## src/rtl/vcompos_seq.sv

```systemverilog
// Sequencer owning the composer's rv_param bus: round-robin accepts one slot-reprogram
// request at a time, applies ena/r at once and slews v toward its target in timed steps.
module vcompos_seq #(
   parameter int N_DIV  = 5,
   parameter int N_REQ  = 2,
   parameter int TICK_W = 8
) (
   input  logic                  clk,
   input  logic                  rstz,
   input  logic [N_REQ-1:0]      req_vld,
   output logic [N_REQ-1:0]      req_rdy,
   input  logic [N_REQ*3-1:0]    req_slot,
   input  logic [N_REQ-1:0]      req_ena,
   input  logic [N_REQ*24-1:0]   req_r,
   input  logic [N_REQ*16-1:0]   req_v,
   input  logic [N_REQ*16-1:0]   req_step,
   input  logic [TICK_W-1:0]     tick_div,
   input  logic                  abort,
   output logic [N_DIV*41-1:0]   rv_param,
   output logic [N_DIV-1:0]      busy,
   output logic                  done,
   output logic [2:0]            done_slot,
   output logic                  err
);

   localparam int RR_W = (N_REQ > 1) ? $clog2(N_REQ) : 1;

   typedef enum logic [1:0] {
      S_IDLE  = 2'd0,
      S_APPLY = 2'd1,
      S_RAMP  = 2'd2,
      S_DONE  = 2'd3
   } state_t;

   state_t              r_state;
   state_t              w_state_nxt;
   logic [RR_W-1:0]     r_rr;
   logic [RR_W-1:0]     w_win;
   logic [RR_W-1:0]     w_idx;
   logic                w_found;
   logic                w_accept;
   logic [N_REQ-1:0]    w_rdy;
   logic [2:0]          r_slot;
   logic                r_ena;
   logic [23:0]         r_res;
   logic [15:0]         r_tgt;
   logic [15:0]         r_step;
   logic [TICK_W-1:0]   r_tick;
   logic [TICK_W-1:0]   r_cnt;
   logic [40:0]         r_rv [N_DIV];
   logic [N_DIV-1:0]    r_busy;
   logic                r_done;
   logic [2:0]          r_done_slot;
   logic                r_err;
   logic                w_slot_ok;
   logic [2:0]          w_slot_idx;
   logic [15:0]         w_cur_v;
   logic [15:0]         w_diff;
   logic [15:0]         w_delta;
   logic [15:0]         w_next_v;
   logic                w_up;

   // Round-robin search starting at the pointer; grants only while idle and out of reset
   always_comb begin
      w_found = 1'b0;
      w_win   = '0;
      w_idx   = '0;
      for (int k = 0; k < N_REQ; k++) begin
         w_idx = RR_W'((int'(r_rr) + k) % N_REQ);
         if (!w_found && req_vld[w_idx]) begin
            w_found = 1'b1;
            w_win   = w_idx;
         end else begin
            w_found = w_found;
         end
      end
      w_accept = w_found && (r_state == S_IDLE) && rstz;
      w_rdy    = '0;
      if (w_accept) begin
         w_rdy[w_win] = 1'b1;
      end else begin
         w_rdy = '0;
      end
   end

   assign req_rdy = w_rdy;

   // Ramp step toward target, clamped to the remaining distance
   always_comb begin
      w_slot_ok  = (int'(r_slot) < N_DIV);
      w_slot_idx = w_slot_ok ? r_slot : 3'd0;
      w_cur_v    = r_rv[w_slot_idx][15:0];
      if (r_tgt >= w_cur_v) begin
         w_up   = 1'b1;
         w_diff = r_tgt - w_cur_v;
      end else begin
         w_up   = 1'b0;
         w_diff = w_cur_v - r_tgt;
      end
      w_delta  = (r_step < w_diff) ? r_step : w_diff;
      w_next_v = w_up ? (w_cur_v + w_delta) : (w_cur_v - w_delta);
   end

   // Next-state logic
   always_comb begin
      w_state_nxt = r_state;
      case (r_state)
         S_IDLE: begin
            if (w_accept) w_state_nxt = S_APPLY;
            else          w_state_nxt = S_IDLE;
         end
         S_APPLY: begin
            if (!w_slot_ok || !r_ena || (r_res == 24'd0) || (r_step == 16'd0) || (w_cur_v == r_tgt))
               w_state_nxt = S_DONE;
            else
               w_state_nxt = S_RAMP;
         end
         S_RAMP: begin
            if (abort)                                            w_state_nxt = S_DONE;
            else if ((r_cnt == TICK_W'(0)) && (w_next_v == r_tgt)) w_state_nxt = S_DONE;
            else                                                  w_state_nxt = S_RAMP;
         end
         S_DONE:  w_state_nxt = S_IDLE;
         default: w_state_nxt = S_IDLE;
      endcase
   end

   // State register
   always_ff @(posedge clk or negedge rstz) begin
      if (!rstz) r_state <= S_IDLE;
      else       r_state <= w_state_nxt;
   end

   // Request latch, slot table, ramp timer and registered status outputs
   always_ff @(posedge clk or negedge rstz) begin
      if (!rstz) begin
         r_rr        <= '0;
         r_slot      <= 3'd0;
         r_ena       <= 1'b0;
         r_res       <= 24'd0;
         r_tgt       <= 16'd0;
         r_step      <= 16'd0;
         r_tick      <= '0;
         r_cnt       <= '0;
         r_busy      <= '0;
         r_done      <= 1'b0;
         r_done_slot <= 3'd0;
         r_err       <= 1'b0;
         for (int i = 0; i < N_DIV; i++) r_rv[i] <= 41'd0;
      end else begin
         if (w_accept) begin
            r_slot <= req_slot[3*w_win +: 3];
            r_ena  <= req_ena[w_win];
            r_res  <= req_r[24*w_win +: 24];
            r_tgt  <= req_v[16*w_win +: 16];
            r_step <= req_step[16*w_win +: 16];
            r_tick <= tick_div;
            r_rr   <= (w_win == RR_W'(N_REQ-1)) ? RR_W'(0) : (w_win + RR_W'(1));
         end
         if ((r_state == S_APPLY) && w_slot_ok) begin
            if (!r_ena || (r_res == 24'd0)) begin
               r_rv[w_slot_idx] <= {r_ena, r_res, r_tgt};
            end else if ((r_step == 16'd0) || (w_cur_v == r_tgt)) begin
               r_rv[w_slot_idx] <= {1'b1, r_res, r_tgt};
            end else begin
               r_rv[w_slot_idx]   <= {1'b1, r_res, w_cur_v};
               r_busy[w_slot_idx] <= 1'b1;
               r_cnt              <= r_tick;
            end
         end
         if (r_state == S_RAMP) begin
            if (abort) begin
               r_busy[w_slot_idx] <= 1'b0;
            end else if (r_cnt == TICK_W'(0)) begin
               r_rv[w_slot_idx][15:0] <= w_next_v;
               r_cnt                  <= r_tick;
               if (w_next_v == r_tgt) r_busy[w_slot_idx] <= 1'b0;
            end else begin
               r_cnt <= r_cnt - TICK_W'(1);
            end
         end
         r_done <= (w_state_nxt == S_DONE);
         r_err  <= (w_state_nxt == S_DONE) && !w_slot_ok;
         if (w_state_nxt == S_DONE) r_done_slot <= r_slot;
      end
   end

   // Pack slot table onto the composer bus
   always_comb begin
      rv_param = '0;
      for (int i = 0; i < N_DIV; i++) rv_param[41*i +: 41] = r_rv[i];
   end

   assign busy      = r_busy;
   assign done      = r_done;
   assign done_slot = r_done_slot;
   assign err       = r_err;

endmodule

```

## config.mk

```make
export PLATFORM = sky130hd
export DESIGN_NAME = vcompos_seq
export DESIGN_NICKNAME = d
export VERILOG_FILES = /design/src/rtl/vcompos_seq.sv
export SDC_FILE = /design/constraint.sdc
export NUM_CORES = 1
export LEC_CHECK = 0
export ABC_AREA = 1
export CORE_MARGIN = 2
export CORE_UTILIZATION = 38
export CTS_CLUSTER_SIZE = 40
export DETAILED_ROUTE_END_ITERATION = 8
export PLACE_DENSITY = 0.69
export SETUP_SLACK_MARGIN = 0.15
export SLEW_MARGIN = 5
export SYNTH_ARGS = -nofsm -noshare
export SYNTH_HDL_FRONTEND = slang
export SYNTH_SLANG_ARGS = --single-unit
```

## constraint.sdc

```tcl
create_clock -name clk -period 7.4 [get_ports clk]
set_input_delay 1.48 -clock clk [delete_from_list [all_inputs] [get_ports clk]]
set_output_delay 1.48 -clock clk [all_outputs]
set_load 0.02 [all_outputs]
```

Word-level counts from Yosys, hierarchy flattened
Cells that the tools add are included.
{ "totals": {"regBits": 294, "in_bits": 133, "output_inout_bits": 217, "word_cells": 130} }
{ "op_classes": {"n_addsub": 7, "multipliers": 2, "n_lt_le_gt_ge": 11, "eq_ne": 6, "n_shift": 4, "n_mux": 56, "bitwise": 4, "n_reduce_logical": 22} }
{ "op_table": {"columns": ["cell", "count"], "rows": [
  ["$mux 205", 6],
  ["$bwmux 205", 4],
  ["$demux 41 s3", 2],
  ["$bmux 41 s3", 1],
  ["$mux 16", 6],
  ["$shiftx 32x6->16", 2],
  ["$mux 8", 6],
  ["$shiftx 48x7->24", 1],
  ["$sub 16x16->16", 3],
  ["$mux 41", 1],
  ["$mux 5", 7],
  ["$eq 16x16->1", 2],
  ["$logic_not 24->1", 1],
  ["$mux 1", 18],
  ["$add 16x16->16", 1],
  ["$ge 16x16->1", 1],
  ["$logic_not 16->1", 1],
  ["$lt 16x16->1", 1],
  ["$logic_and 1x1->1", 9],
  ["$logic_not 8->1", 1],
  ["$pmux 2 s4", 1],
  ["$sub 8x1->8 const B", 1],
  ["$eq 2x2->1 const B", 3],
  ["$logic_or 1x1->1", 6],
  ["21 further kinds", 27]
]} }

Logic depth before layout (Yosys ltp)
Gate-level depths: netlist of the first run.
{ "logic_depth": {"ltp_word": 19, "ltp_mapped": 66, "depth_no_buf": 63} }

Worst setup path before layout of the first run
No wires, ideal clock.
{ "synth_timing": {"kind": "reg2reg", "from": "register r_slot[1]", "to": "register r_done_slot[0], in the netlist done_slot[0]", "setup_time_ns": 0.118, "arrival_time_ns": 8.018, "required_ns": 7.282, "path_slack_ns": -0.735, "path_stages_with_launch": 61, "path_buffers": 3, "period_less_slack_ns": 8.135, "path_cell_list": "dfrtp_1 > clkbuf_1 > nor2_1 > nor2_1 > inv_1 > nand2_1 > inv_2 > nand2_1 > inv_1 > clkbuf_1 > a22o_1 > nor4_1 > inv_1 > ha_1 > nand2_2 > inv_1 > a21oi_1 > nand2_1 > (+25 left out) > a21oi_1 > o21bai_1 > a21oi_1 > o21bai_1 > nand2_1 > inv_1 > o21ai_0 > nand3b_1 > nand2_1 > xor2_1 > nor2_1 > nand3_2 > nand2_2 > nand2_4 > nand2_4 > nand3_4 > nand2_1 > nand2_1"} }
{ "synth_via": {"elab_chain_cells": 18, "elab_cells_between_ends": 29, "cone_classes": "add/sub: 4; order compare: 3; eq/ne: 3; mux: 12; bitwise: 1; reduce/logical: 6"} }
{ "synth_lines": {"columns": ["element", "line_no", "text"], "rows": [
  ["start: declaration", "43", "logic [2:0] r_slot;"],
  ["start signal: assignment", "152", "r_slot <= req_slot[3*w_win +: 3];"],
  ["$lt 3x3->1", "90", "w_slot_ok = (int'(r_slot) < N_DIV);"],
  ["$mux 3", "91", "w_slot_idx = w_slot_ok ? r_slot : 3'd0;"],
  ["$not 3->4 (implied by the code)", "92", "w_cur_v = r_rv[w_slot_idx][15:0];"],
  ["$bmux 41 s3", "92", null],
  ["$mux 16 (implied by the code) (2 in a row)", "92", null],
  ["$sub 16x16->16 (tied with other cells)", "98", "w_diff = w_cur_v - r_tgt;"],
  ["$mux 16", "93", "if (r_tgt >= w_cur_v) begin"],
  ["$lt 16x16->1", "100", "w_delta = (r_step < w_diff) ? r_step : w_diff;"],
  ["$mux 16", "100", null],
  ["$sub 16x16->16 / $add 16x16->16 (equally long branches)", "101", "w_next_v = w_up ? (w_cur_v + w_delta) : (w_cur_v - w_delta);"],
  ["$mux 16", "101", null],
  ["$eq 16x16->1", "120", "else if ((r_cnt == TICK_W'(0)) && (w_next_v == r_tgt)) w_state_nxt = S_DONE;"],
  ["$logic_and 1x1->1", "120", null],
  ["$mux 1", "120", null],
  ["$mux 1", "119", "if (abort) w_state_nxt = S_DONE;"],
  ["$pmux 2 s4 (*)", "107", "case (r_state)"],
  ["$eq 2x2->1 (*)", "184", "if (w_state_nxt == S_DONE) r_done_slot <= r_slot;"],
  ["end signal: assignment", "184", null],
  ["end: declaration", "53", "logic [2:0] r_done_slot;"]
]} }
Mark *: on every way between the ends. The rest lies on a longest branch, timed or not. The select of a mux whose other input is x is not followed.
A chain may end at the register's enable or synchronous reset.

Worst setup path in the final report of the first run
{ "layout_timing": {"from": "register r_slot[1]", "to": "register r_done_slot[1], in the netlist done_slot[1]"} }
{ "layout_via": {"elab_chain_cells": 18, "elab_cells_between_ends": 29, "cone_classes": "add/sub: 4; order compare: 3; eq/ne: 3; mux: 12; bitwise: 1; reduce/logical: 6"} }
{ "layout_lines": {"columns": ["element", "line_no"], "rows": [
  ["$lt 3x3->1", "90"],
  ["$mux 3", "91"],
  ["$not 3->4 (implied by the code)", "92"],
  ["$bmux 41 s3", "92"],
  ["$mux 16 (implied by the code) (2 in a row)", "92"],
  ["$sub 16x16->16 (tied with other cells)", "98"],
  ["$mux 16", "93"],
  ["$lt 16x16->1", "100"],
  ["$mux 16", "100"],
  ["$sub 16x16->16 / $add 16x16->16 (equally long branches)", "101"],
  ["$mux 16", "101"],
  ["$eq 16x16->1", "120"],
  ["$logic_and 1x1->1", "120"],
  ["$mux 1", "120"],
  ["$mux 1", "119"],
  ["$pmux 2 s4", "107"],
  ["$eq 2x2->1", "184"]
]} }
Parallel ways exist; a longest one is shown, timed or not. The select of a mux whose other input is x is not followed.

==> results, run 1 <==
- The total congestion overflow after global routing is 0.
- The insertion delay to the later sink of the worst-skew pair is 560 ps.
- The number of design-rule violations left by the first detailed-router iteration is 1386.
- Counting stages on the worst path, the most repeated cell is sky130_fd_sc_hd__nand2_1.
- Summing the sequential cell areas from Yosys gives 44.8% of the chip area.
- The flow ran to the end, but the final reports show violations.
- Max-cap violations in this run came to 0.
- The worst clock skew is 24.5 ps.
- Detailed placement ended at an HPWL of 51700 microns.
- The count of input and output buffers is 349.
- Setup repair after global routing could not meet its margin everywhere.
- The synthesized flop and latch total is 294.
- The initial cell density of the core is 38.3%.
- The part of the cycle the worst path needs is 109%.
- The worst setup slack after layout is -698 ps.
- Counting every net in the synthesized netlist gives 2281.
- The horizontal die dimension is 212 microns.
- The synthesized design contains 0 enable-type register cells.
- The detailed-router iteration count before antenna repair is 6.
- Summing every instance area after synthesis gives 0.0164 sq mm.
- The final weighted congestion in routability-driven placement is 0.990.
- The count of final setup violators is 31.
- The count of nets after finishing is 2975.
- The final-report max-slew violation count is 0.
- The fmax is 123 MHz.
- Dividing the synthesized area by the synthesized cell count gives 7.91 sq um.
- Along the worst path, the maximum fanout reaches 5.
- The TritonCTS clock tree is yes.
- The number of cells in the finished layout apart from fillers is 3380.
- The minimum period implied by the final worst setup slack is 8100 ps.
- The top cell types in the final layout, fill and taps aside, are sky130_fd_sc_hd__nand2_1, sky130_fd_sc_hd__buf_4, sky130_fd_sc_hd__clkdlybuf4s50_1, sky130_fd_sc_hd__dfrtp_1, sky130_fd_sc_hd__o21ai_0.
- The hold violation total from the final report came to 0.
- The required time at the endpoint of the critical path is 7850 ps.
- Headroom to the max-slew limit came out at 21.2%.
- The floorplan step defined a die boundary enclosing 0.0449 sq mm.
- The final reports fail on negative setup slack.
- Across all hold checks on the routed design, the worst slack comes to 479 ps.
- Once detail routing completed, the nets flagged for antenna violations numbered 0.
- After floorplanning, the core was divided into 76 placement rows.
- The share of post-route cells with drive strength above 1 is 26.5%.
- In this run the worst hold path is classified as reg -> reg.
- Leaving out fill and tap cells, the most frequent cell in the layout is sky130_fd_sc_hd__nand2_1.
- In this run, placement finished with an instance count of 3253.
- In this run, post-CTS hold repair placed 0 buffers.
- The number of buffers added by the clock tree synthesis step is 35.
- The element type at the critical path start is a flop.
- Entering global routing, the biggest net connects 82 pins.
- The average via count per standard cell is 5.31.
- The global-route wire length before repair is 107000 microns.
- After synthesis, the share of flip-flops with an asynchronous set or reset is 100%.
- The y dimension of the die is 212 microns.
- The signed area change from the synthesized netlist to the final layout is 58.7%.
- In the routed design, unresolved DRC markers number 0.
- The predominant post-synthesis flop cell is sky130_fd_sc_hd__dfrtp_1.
- The signal arrival time at the worst endpoint is 8550 ps.
- The number of distinct library cells after synthesis is 54.
- In this design, the stage delay of the slowest critical-path cell is 440 ps.
- The tree is rooted in a sky130_fd_sc_hd__clkbuf_16.
- The clock passes through at most 3 buffers.
- The post-synthesis cell count is 2076.
- Summing over every cut layer, the via total after detailed routing is 18000.
- The classification of the worst setup path is reg -> reg.
- After detailed routing, the total wire length is 71200 microns.
- Timing analysis after detailed placement gives a worst setup slack of -1270 ps.
- The global-route total usage across every layer is 31.4%.
- The type of element capturing the critical path is a flop.
- The initial antenna violation count was 5.
- The H-tree was split into 2 levels.
- The CTS sink count is 294.
- In the final routed layout, each cell accounts on average for 21.1 microns.
- The via count of the first global-routing pass is 18300.
- The final design instance area without fill is 0.0261 sq mm.
- The cell area after placement is 0.0230 sq mm.
- The Yosys step of the flow raised 0 warnings.
- 350 I/O pins were placed.
- At the pin with the least slew margin, the transition time is 1170 ps.
- The standard cell with the maximum stage delay on the critical path is sky130_fd_sc_hd__a2111oi_4.
- The placeable core area is 0.0429 sq mm.
- The CTS clock-pin slew for the worst setup and hold paths is 50 ps.
-- logic make-up (layout without fill, tap and decap cells) --
| group | after synthesis | in the layout | share of synthesized area, % |
|---|---|---|---|
| adder cells (fa/ha/maj) | 72 | 72 | 5.62 |
| XOR/XNOR | 46 | 46 | 2.45 |
| buffers and inverters | 334 | 1052 | 7.85 |
| other | 0 | 1 | 0 |
| AO/OA/AOI/OAI | 527 | 527 | 18.9 |
| multiplexers | 2 | 2 | 0.129 |
| flip-flops | 294 | 294 | 44.8 |
| AND/OR/NAND/NOR | 801 | 801 | 20.2 |
-- cell usage after synthesis, types with 7 or more instances --
library cell	n	share of area [%]
sky130_fd_sc_hd__a21oi_1	69	2.1
sky130_fd_sc_hd__a31oi_1	12	0.46
sky130_fd_sc_hd__a32o_1	10	0.61
sky130_fd_sc_hd__clkbuf_1	75	1.7
sky130_fd_sc_hd__dfrtp_1	294	45
sky130_fd_sc_hd__ha_1	69	5.3
sky130_fd_sc_hd__inv_1	238	5.4
sky130_fd_sc_hd__nand2_1	518	12
sky130_fd_sc_hd__nand2_2	20	0.76
sky130_fd_sc_hd__nand3_1	48	1.5
sky130_fd_sc_hd__nand4_1	12	0.46
sky130_fd_sc_hd__nor2_1	146	3.3
sky130_fd_sc_hd__nor3_1	18	0.55
sky130_fd_sc_hd__nor4_1	14	0.53
sky130_fd_sc_hd__o211ai_1	67	3.1
sky130_fd_sc_hd__o21a_1	7	0.32
sky130_fd_sc_hd__o21ai_0	262	8.0
sky130_fd_sc_hd__o21bai_1	8	0.37
sky130_fd_sc_hd__o22ai_1	47	1.8
sky130_fd_sc_hd__xnor2_1	14	0.75
sky130_fd_sc_hd__xor2_1	32	1.7
-- worst max-delay path, delay by kind of cell, from the launching register on --
kind                       cells  cell delay, ps
buffers and inverters          9            1050
adders and majority gates      4            1000
DFF                            1             430
xor gates and xnor gates       2             400
and+or+nand+nor               34            3500
AOI/OAI and AO/OA              9            1580
-- per-stage QoR --
| stage | util [%] | TNS (ps) |
|---|---|---|
| 2_1_floorplan | - | -2730 |
| 3_3_place_gp | 53.6 | -23030 |
| 3_5_place_dp | 53.6 | -28210 |
| 4_1_cts | 59.8 | -4180 |
| 5_1_grt | 60.8 | -23900 |
| 6_report | 60.8 | -10980 |
-- what timing repair did --
item / in CTS / in global routing
gates cloned: 3 / 0
pin swaps: 85 / 50
resized for setup: 255 / 67
hold endpoints to repair: 0 / 0
buffers inserted: 45 / 17
setup endpoints to repair: 66 / 52
-- routing by layer --
layer / track usage [%] / wire length (microns)
met5: 0 / 55
met1: 39.5 / 28600
met4: 12.9 / 3200
met3: 8.07 / 6590
met2: 51.2 / 32700
-- path summary, 6_finish.rpt --
path / endpoint / from / cells after the start / slack, ps
worst max-delay path: done_slot[1]$_DFFE_PN0N_ / r_slot[1]$_DFFE_PN0P_ / 58 / -700
worst min-delay path: flop / flop / 2 / 480
worst max register to register: done_slot[1]$_DFFE_PN0N_ / r_slot[1]$_DFFE_PN0P_ / 58 / -700
worst min register to register: flop / flop / 2 / 480
max in group asynchronous: rv_param[137]$_DFF_PN0_ / rstz / 2 / 4950
min in group asynchronous: r_tgt[1]$_DFFE_PN0P_ / rstz / 1 / 880
-- cell type report --
cell class / instances / area (sq um)
tap: 585 / 732
antenna: 1 / 2.50
multi-input combinational: 1448 / 9170
clock inverter: 11 / 155
clock buffer: 50 / 1000
timing repair buffer: 748 / 6720
fill: 3653 / 16800
sequential: 294 / 7360
inverter: 243 / 936
Power of run 1 is not shown: default switching activity piles up to over one toggle a cycle in this logic, so the estimate is an artifact.
==> run 2: changes to the inputs <==
CTS_CLUSTER_SIZE = 25   (was 40)
==> results of run 2 <==
The final DEF is identical to that of run 1; final timing and power are the same.
Power of run 2 is left out for the same reason.
==> run 3: changes to the inputs <==
CORE_MARGIN = default   (was 2)
==> results, run 3 (synthesis gave the netlist of run 1 again) <==
- Status: complete, but fails checks (unchanged).
- Violations in the final reports: negative setup slack (unchanged).
- The slack of the worst reg-to-reg path is -790 ps (was -700 ps).
- The actual transition at the worst max-transition pin is 1220 ps (was 1170 ps).
- The remaining max-slew budget at the tightest pin is 18.1% (was 21.2%).
- The worst setup slack after layout is -792 ps (was -698 ps).
- The number of buffers added by the clock tree synthesis step is 35 (unchanged).
- The initial antenna violation count is 1 (was 5).
- The share of post-route cells with drive strength above 1 is 25.7% (was 26.5%).
- The type of element capturing the critical path is a flop (unchanged).
- The y dimension of the die is 210 microns (was 212 microns).
- The worst clock skew is 30.0 ps (was 24.5 ps).
- The CTS clock-pin slew for the worst setup and hold paths was 60 ps (was 50 ps).
- The placeable core area is 0.0423 sq mm (was 0.0429 sq mm).
- The insertion delay to the later sink of the worst-skew pair is 560 ps (about the same).
- Commonest non-fill, non-tap cells in the layout: sky130_fd_sc_hd__nand2_1, sky130_fd_sc_hd__buf_4, sky130_fd_sc_hd__clkdlybuf4s50_1, sky130_fd_sc_hd__dfrtp_1, sky130_fd_sc_hd__o21ai_0 (unchanged).
- The via count of the first global-routing pass is 18000 (was 18300).
- The count of inserted antenna diode cells is 0 (was 1).
- The fmax came to 122 MHz (was 123 MHz).
- The count of input and output buffers is 349 (unchanged).
- The total congestion overflow after global routing is 0 (unchanged).
- The depth of the most critical reg-to-reg path is 59 (was 58).
- The standard cell with the maximum stage delay on the critical path is sky130_fd_sc_hd__nor4_4 (was sky130_fd_sc_hd__a2111oi_4).
- The detailed-router iteration count before antenna repair is 5 (was 6).
- The antenna violation net count after detailed routing came to 0 (unchanged).
- The element type at the critical path start is a flop (unchanged).
- The final standard cell utilization of the core is 61.4% (was 60.8%).
- The classification of the worst setup path was reg -> reg (unchanged).
- The minimum period implied by the final worst setup slack is 8190 ps (was 8100 ps).
- The launch instance of the worst register-to-register path is r_slot[2]$_DFFE_PN0P_ (was r_slot[1]$_DFFE_PN0P_).
- The most common library cell in the layout ignoring fill and taps is sky130_fd_sc_hd__nand2_1 (unchanged).
- The count of nets after finishing is 2967 (was 2975).
- The maximum number of pins on one net before global-route repair is 72 (was 82).
- The number of placed I/O pins is 350 (unchanged).
- The master cell of the clock root buffer is sky130_fd_sc_hd__clkbuf_16 (unchanged).
- The hold violation total from the final report came to 0 (unchanged).
- The count of final setup violators was 31 (unchanged).
- The maximum fanout encountered on the critical timing path came to 10 (was 5).
- The placed wire-length estimate is 50600 microns (was 51700 microns).
- The largest buffer count on any clock path is 3 (unchanged).
- The die area is 0.0441 sq mm (was 0.0449 sq mm).
- The peak per-stage delay on the critical path is 400 ps (was 440 ps).
- The remaining design rule violation count is 0 (unchanged).
- The critical path endpoint is busy[1]$_DFF_PN0_ (was done_slot[1]$_DFFE_PN0N_).
- The global-route total usage across every layer is 31.4% (about the same).
- The required time at the endpoint of the critical path is 7850 ps (about the same).
- The final sum of negative setup slack was -13240 ps (was -10980 ps).
- The number of rows created at floorplan came to 75 (was 76).
- The final weighted congestion in routability-driven placement is 1.02 (was 0.990).
- The initial cell density of the core is 38.8% (was 38.3%).
- The critical path startpoint is r_slot[2]$_DFFE_PN0P_ (was r_slot[1]$_DFFE_PN0P_).
- The global-route wire length before repair came to 106000 microns (was 107000 microns).
- The cell with the most instances on the worst path is sky130_fd_sc_hd__a21oi_2 (was sky130_fd_sc_hd__nand2_1).
- The routed length per instance came to 20.8 microns (was 21.1 microns).
- The number of vias in the routed layout is 17900 (was 18000).
- The average via count per standard cell was 5.31 (about the same).
- The CTS sink count was 294 (unchanged).
- The TritonCTS clock tree is yes (unchanged).
- The number of H-tree levels is 2 (unchanged).
- Setup repair after global routing missed its margin: true (unchanged).
- The horizontal die dimension is 210 microns (was 212 microns).
- The signal arrival time at the worst endpoint is 8640 ps (was 8550 ps).
- The terminus of the critical flop-to-flop path is busy[1]$_DFF_PN0_ (was done_slot[1]$_DFFE_PN0N_).
- The part of the cycle the worst path needs was 111% (was 109%).
- The number of design-rule violations left by the first detailed-router iteration is 1403 (was 1386).
- The max-capacitance violation count is 0 (unchanged).
- The final-report max-slew violation count is 0 (unchanged).
- The signed area change from the synthesized netlist to the final layout came to 58.2% (was 58.7%).
- The quantity of hold-fixing buffers added after cts is 0 (unchanged).
- The total length of routed wires was 69900 microns (was 71200 microns).
- The worst min-delay path category is reg -> reg (unchanged).
## run 3: how the worst min path moves through the flow
stage	endpoint	cells past startpoint
final	flop	2
after global routing	flop	2
after CTS	flop	2
after detailed placement	flop	2
after global placement	flop	2
after floorplan	r_tick[0]$_DFFE_PN0P_	2
## run 3: area by class of cell
cell class | instances | area (sq um)
clock inverters | 16 | 251
inverters | 243 | 941
fillers | 3588 | 16300
repair buffers | 739 | 6600
clock buffers | 45 | 963
multi-input cells | 1448 | 9140
well taps | 577 | 722
repair inverters | 1 | 6.26
flip-flops and latches | 294 | 7360
## run 3: routing by layer
metal	vias to the layer above	routed length (microns)	GRT usage, %
li1	8243	-	-
met2	909	32600	51.6
met4	0	3070	13.3
met3	174	6390	7.18
met1	8548	27900	39.7
met5	-	0	0
## run 3: metrics by stage
stage	hold WS [ps]	std cells	instance area [sq um]	worst slack [ps]
finish	484	3363	26000	-792
floorplan	466	2076	16600	-329
CTS	488	3346	25500	-391
global route	504	3363	26000	-1200
detailed placement	473	3252	23100	-1300
global placement	465	3252	23100	-1130
## run 3: worst max-delay path: cells and delay by family (launching register included)
family	cells	cell delay [ps]
flops	1	380
simple gates	23	2520
xor+xnor	3	500
buf+inv	14	1290
compound gates	16	2500
fa+ha+maj	3	830
## run 3: timing repair
action | CTS | global route
resized for setup | 219 | 79
pin swaps | 84 | 61
cloned | 1 | 0
setup endpoints to repair | 64 | 53
buffers inserted | 32 | 17
Power of run 3 is left out for the same reason.
